**config.mk**
```make
export PLATFORM = sky130hd
export DESIGN_NAME = mc_control_fsm
export DESIGN_NICKNAME = d
export VERILOG_FILES = /design/src/rtl/mc_ctrl_pkg.sv /design/src/rtl/mc_control_fsm.sv
export SDC_FILE = /design/constraint.sdc
export NUM_CORES = 1
export LEC_CHECK = 0
export BUFFER_PORTS_ARGS = -buffer_cell sky130_fd_sc_hd__buf_2
export CORE_MARGIN = 8
export CORE_UTILIZATION = 40
export DETAILED_ROUTE_END_ITERATION = 10
export GPL_ROUTABILITY_DRIVEN = 0
export PLACE_DENSITY = 0.75
export SLEW_MARGIN = 30
export SYNTH_ARGS = -nofsm -noshare
export SYNTH_HDL_FRONTEND = slang
export SYNTH_SLANG_ARGS = --single-unit
```
**constraint.sdc**
```tcl
create_clock -name clk_i -period 4.8 [get_ports clk_i]
set_input_delay 1.44 -clock clk_i [delete_from_list [all_inputs] [get_ports clk_i]]
set_output_delay 1.44 -clock clk_i [all_outputs]
set_load 0.01 [all_outputs]
```
**src/rtl/mc_ctrl_pkg.sv**
```systemverilog
// Shared encodings for the multicycle controller: state codes, opcodes and
// the datapath mux / ALU-op selector values.
package mc_ctrl_pkg;

  typedef enum logic [3:0] {
    FETCH    = 4'd0,
    DECODE   = 4'd1,
    MEM_ADDR = 4'd2,
    MEM_RD   = 4'd3,
    WB_MEM   = 4'd4,
    MEM_WR   = 4'd5,
    EXEC_R   = 4'd6,
    WB_ALU   = 4'd7,
    EXEC_I   = 4'd8,
    WB_IMM   = 4'd9,
    BRANCH   = 4'd10,
    JUMP     = 4'd11
  } stateT;

  localparam logic [5:0] OP_RTYPE = 6'h00;
  localparam logic [5:0] OP_J     = 6'h02;
  localparam logic [5:0] OP_BEQ   = 6'h04;
  localparam logic [5:0] OP_BNE   = 6'h05;
  localparam logic [5:0] OP_ADDI  = 6'h08;
  localparam logic [5:0] OP_SLTI  = 6'h0A;
  localparam logic [5:0] OP_LW    = 6'h23;
  localparam logic [5:0] OP_SW    = 6'h2B;

  localparam logic [1:0] ALU_ADD   = 2'b00;
  localparam logic [1:0] ALU_SUB   = 2'b01;
  localparam logic [1:0] ALU_FUNCT = 2'b10;
  localparam logic [1:0] ALU_SLT   = 2'b11;

  localparam logic [1:0] SRCB_RT    = 2'b00;
  localparam logic [1:0] SRCB_FOUR  = 2'b01;
  localparam logic [1:0] SRCB_IMM   = 2'b10;
  localparam logic [1:0] SRCB_IMMSH = 2'b11;

  localparam logic [1:0] PCSRC_ALU    = 2'b00;
  localparam logic [1:0] PCSRC_ALUOUT = 2'b01;
  localparam logic [1:0] PCSRC_JUMP   = 2'b10;

endpackage

```
**src/rtl/mc_control_fsm.sv**
```systemverilog
// Multicycle MIPS-style main controller: Moore FSM driving the datapath
// control lines, with the opcode captured in DECODE for the rest of the instruction.
module mc_control_fsm
  import mc_ctrl_pkg::*;
(
  input  logic       clk_i,
  input  logic       rst_i,
  input  logic [5:0] instr_op_i,
  input  logic       mem_ready_i,
  output logic       pc_write_o,
  output logic       pc_write_cond_o,
  output logic       branch_ne_o,
  output logic       ir_write_o,
  output logic       mem_read_o,
  output logic       mem_write_o,
  output logic       i_or_d_o,
  output logic       reg_write_o,
  output logic       reg_dst_o,
  output logic       mem_to_reg_o,
  output logic       alu_src_a_o,
  output logic [1:0] alu_src_b_o,
  output logic [1:0] alu_op_o,
  output logic [1:0] pc_src_o,
  output logic       illegal_o,
  output logic [3:0] state_o
);

  stateT      state, nextState;
  logic [5:0] opReg;

  // NOTE: state registers use non-blocking assignments so every flop samples
  // the pre-edge values of the others, independent of process ordering.
  always_ff @(posedge clk_i) begin
    if (rst_i) begin
      state <= FETCH;
      opReg <= '0;
    end else begin
      state <= nextState;
      if (state == DECODE) opReg <= instr_op_i;
    end
  end

  // NOTE: every combinationally written signal gets a default before the case,
  // so no path leaves it unassigned and no latch is inferred.
  always_comb begin
    nextState = state;
    unique case (state)
      FETCH:    if (mem_ready_i) nextState = DECODE;
      DECODE: begin
        case (instr_op_i)
          OP_RTYPE:       nextState = EXEC_R;
          OP_LW, OP_SW:   nextState = MEM_ADDR;
          OP_ADDI, OP_SLTI: nextState = EXEC_I;
          OP_BEQ, OP_BNE: nextState = BRANCH;
          OP_J:           nextState = JUMP;
          default:        nextState = FETCH;
        endcase
      end
      MEM_ADDR: nextState = (opReg == OP_LW) ? MEM_RD : MEM_WR;
      MEM_RD:   if (mem_ready_i) nextState = WB_MEM;
      WB_MEM:   nextState = FETCH;
      MEM_WR:   if (mem_ready_i) nextState = FETCH;
      EXEC_R:   nextState = WB_ALU;
      WB_ALU:   nextState = FETCH;
      EXEC_I:   nextState = WB_IMM;
      WB_IMM:   nextState = FETCH;
      BRANCH:   nextState = FETCH;
      JUMP:     nextState = FETCH;
      default:  nextState = FETCH;
    endcase
  end

  always_comb begin
    pc_write_o      = 1'b0;
    pc_write_cond_o = 1'b0;
    branch_ne_o     = 1'b0;
    ir_write_o      = 1'b0;
    mem_read_o      = 1'b0;
    mem_write_o     = 1'b0;
    i_or_d_o        = 1'b0;
    reg_write_o     = 1'b0;
    reg_dst_o       = 1'b0;
    mem_to_reg_o    = 1'b0;
    alu_src_a_o     = 1'b0;
    alu_src_b_o     = SRCB_RT;
    alu_op_o        = ALU_ADD;
    pc_src_o        = PCSRC_ALU;
    illegal_o       = 1'b0;
    // Reset masks every control line so no memory request escapes mid-reset.
    if (!rst_i) begin
      unique case (state)
        FETCH: begin
          mem_read_o  = 1'b1;
          alu_src_b_o = SRCB_FOUR;
          ir_write_o  = mem_ready_i;
          pc_write_o  = mem_ready_i;
        end
        DECODE: begin
          alu_src_b_o = SRCB_IMMSH;
          case (instr_op_i)
            OP_RTYPE, OP_LW, OP_SW, OP_ADDI, OP_SLTI,
            OP_BEQ, OP_BNE, OP_J: illegal_o = 1'b0;
            default:              illegal_o = 1'b1;
          endcase
        end
        MEM_ADDR: begin
          alu_src_a_o = 1'b1;
          alu_src_b_o = SRCB_IMM;
        end
        MEM_RD: begin
          mem_read_o = 1'b1;
          i_or_d_o   = 1'b1;
        end
        WB_MEM: begin
          reg_write_o  = 1'b1;
          mem_to_reg_o = 1'b1;
        end
        MEM_WR: begin
          mem_write_o = 1'b1;
          i_or_d_o    = 1'b1;
        end
        EXEC_R: begin
          alu_src_a_o = 1'b1;
          alu_op_o    = ALU_FUNCT;
        end
        WB_ALU: begin
          reg_write_o = 1'b1;
          reg_dst_o   = 1'b1;
        end
        EXEC_I: begin
          alu_src_a_o = 1'b1;
          alu_src_b_o = SRCB_IMM;
          alu_op_o    = (opReg == OP_SLTI) ? ALU_SLT : ALU_ADD;
        end
        WB_IMM: reg_write_o = 1'b1;
        BRANCH: begin
          alu_src_a_o     = 1'b1;
          alu_op_o        = ALU_SUB;
          pc_write_cond_o = 1'b1;
          pc_src_o        = PCSRC_ALUOUT;
          branch_ne_o     = (opReg == OP_BNE);
        end
        JUMP: begin
          pc_write_o = 1'b1;
          pc_src_o   = PCSRC_JUMP;
        end
        default: ;
      endcase
    end
  end

  assign state_o = state;

endmodule

```
==> flow_summary.yaml <==
outcome:
  status: "finished clean"
critical_path:
  path_common_cell: "buf_2"
  cp.required_ns: 3.36
  worstPathArrival_ns: 2.62
  crit_chain: "buf_2, nor2_1, mux2i_1, nor3_1, nor4b_1, buf_2"
  slowest_stage: "nor4b_1"
  crit_fanout: 7
  end_kind: "output pin"
  crit_family: "simple AND/OR/NAND/NOR gates"
  path_depth: 6
  start_kind: "input pin"
  timing.critical_path.buf_inv: 2
  rr_worst_depth: 3
  cpPeakStageDelay_ns: 0.39
  crit_type: "in -> out"
layout:
  final_cells: 167
  drive_gt1_share_pct: 26.4
  nNetsFinal: 150
  regArea_um2: 200
  areaGrowthSynthToFinish_pct: 23.0
  diodes: 0
  multi_input_area_um2: 542
  n_fill_cell: 193
  fin_area_um2: 970
  final_util_pct: 51.0
sta:
  fmax_mhz: 246
  worst_slew_pin_slew_ns: 0.645
  period_share_pct: 84.6
  timing.final.hold_violations: 0
  rsz0062_at_grt: "no"
  min_period_ns: 4.06
  finalSetupViolCount: 0
  final_max_slew_viol_count: 0
  setup_tns_ns: 0
  worst_slack_ns: 0.741
  slew_headroom_pct: 56.7
  skew_ns: 0.00900
die:
  fp.dieArea_mm2: 0.00365
  die-width_um: 60.4
  fp-row-count: 16
  pin_count: 31
  fp.coreArea_mm2: 0.00190
  start_util_pct: 41.4
  die_y_um: 60.4
synthesis:
  ys_types: 36
  synthesis.area_um2: 788
  async_flop_share_pct: 0
  seq_area_frac_synth_pct: 25.4
  synth_top_cell_area_share_pct: 25.4
  synth.avg_cell_area_um2: 6.85
  synth_ff_type: "dfxtp_1"
  synth_area_leaders: "dfxtp_1 25%, nand2_1 8.1%, a21oi_1 6.3%"
  synth_cells: 115
  synth_largest_area_cell: "dfxtp_1"
  synth-edff-count: 0
  syn-num-nets: 124
  ys_ff_latch: 10
  synth_warnings: 0
power_and_ir_drop:
  pwr-share-seq_pct: 44.5
  p_per_area_mw_per_mm2: 215
  clockPowerShare_pct: 36.3
  p_sw_share_pct: 28.4
  vdd_drop_max_mv: 0.128
  p_sw_uw: 59.1
  leakagePower_uw: 0.000428
  p_int_uw: 149
  comb_power_share_pct: 19.2
routing:
  vias: 889
  wl_per_cell_um: 13.2
  ant_nets: 0
  wl_mm: 2.21
  avgViaCountPerCell: 5.32
  drtIter0Drc: 31
  firstDrtPassIters: 4
  route.detailed.drc: 0
clocking:
  ctsHoldBuffers: 0
  cts.sinks: 10
  worstSkewPairLatency_ns: 0.27
  cts.htree.levels: 1
  post-cts-setup-buffers: 0
  cts_root_buf: "clkbuf_4"
  cts_tree: "built"
  cts_resized: 0
  cts_made_buffers: 3
  clkTransAtPathRegs_ns: 0.07
  cts_max_path_buffers: 2
global_route:
  grt_pass1_vias: 754
  grt_usage_pct: 12.0
  antenna_found_initial: 0
  grt_max_degree: 23
  grt_pass1_wl_mm: 3.46
  grt_overflow: 0
run:
  drv_cap: 0
place:
  hpwl_mm: 1.69
  placed_cells: 163
  dp_slack_ns: 0.767
  numPortBuffers: 30
  placed_area_um2: 933
min_path:
  min_path_type: "reg -> reg"
  whs_path_depth: 2
==> worst register-to-register path: stages, from the launching register on <==
cell and delay (ns):
dfxtp_1 0.64, or4b_1 0.66, or4_1 0.45, a21oi_1 0.14
==> synth_stat cells (all sizes together), types with 2 or more instances <==
cell type	count
nand2	17
a21oi	10
dfxtp	10
nor2	10
nor3	9
nand2b	8
clkbuf	5
buf	4
nor4	4
o21ai	4
and3	3
a211oi	2
inv	2
mux2i	2
nand3	2
nor2b	2
o311ai	2
o31ai	2
or3	2
or4b	2
xor2	2
==> metal layers <==
layer / share of wire [%] / vias up / global-route usage (%)
li1: - / 467 / -
met1: 45 / 391 / 14.5
met5: 0 / - / 0
met2: 46 / 31 / 20.0
met3: 9.6 / 0 / 4.45
met4: 0 / 0 / 2.04
==> final timing paths <==
check,from,to,slack [ns]
max,instr_op_i[1],illegal_o,0.74
min,opReg[2],opReg[2],0.46
max reg2reg,state_o[0],state_o[3],2.86
min reg2reg,opReg[2],opReg[2],0.46
==> area by class of cell <==
| class | count | area share, % |
|---|---|---|
| multi-input cells | 94 | 55.9 |
| well taps | 27 | 3.48 |
| inverters | 2 | 0.774 |
| flip-flops and latches | 10 | 20.6 |
| repair buffers | 30 | 15.5 |
| clock buffers | 4 | 3.74 |
==> per-stage QoR <==
step	hold slack (ns)	total power, uW
after floorplan	0.439	119
after global placement	0.451	133
after detailed placement	0.451	134
after CTS	0.462	210
after global routing	0.494	222
final	0.461	208
==> power groups by stage <==
stage	registers, uW	clock network (uW)	logic, uW
floorplan	91.8	0	27.5
global placement	94.3	0	39.2
detailed placement	94.5	0	40.0
CTS	92.5	77.6	40.1
global route	93.5	83.6	44.5
finish	92.7	75.6	39.9
==> cells in the final DEF, fill, tap and decap left out, drive strengths merged <==
| cell | n |
|---|---|
| or2 | 1 |
| nand3b | 1 |
| inv | 2 |
| mux2i | 2 |
| a21oi | 10 |
| nand4 | 1 |
| xor2 | 2 |
| buf | 30 |
| or4b | 2 |
| clkbuf | 4 |
| nor2b | 2 |
| nor2 | 10 |
| or4 | 1 |
| nand2b | 8 |
| o21ai | 4 |
| nor4b | 1 |
| o31ai | 2 |
| o21a | 1 |
| o311ai | 2 |
| nor3b | 1 |
| and3 | 3 |
| nor4 | 4 |
| o2bb2a | 1 |
| nand2 | 17 |
| nand3 | 2 |
| nor3 | 9 |
| a31oi | 1 |
| dfxtp | 10 |
| a211oi | 2 |
| or3 | 2 |
| a2bb2oi | 1 |
| o41ai | 1 |
==> state kept, by name, indices dropped and copies added (netlist names) <==
signal	count
opReg	6
state_o	4
==> cell families (layout without fill, tap and decap cells) <==
group / after synthesis / after routing / share of synthesized area, %
flip-flops: 10 / 10 / 25.4
XOR/XNOR: 2 / 2 / 2.22
AND/OR/NAND/NOR: 65 / 65 / 43.8
multiplexers: 2 / 2 / 2.54
buffers and inverters: 11 / 36 / 5.87
AO/OA/AOI/OAI: 25 / 25 / 20.2
No activity file was read; power rests on OpenSTA's default activity.
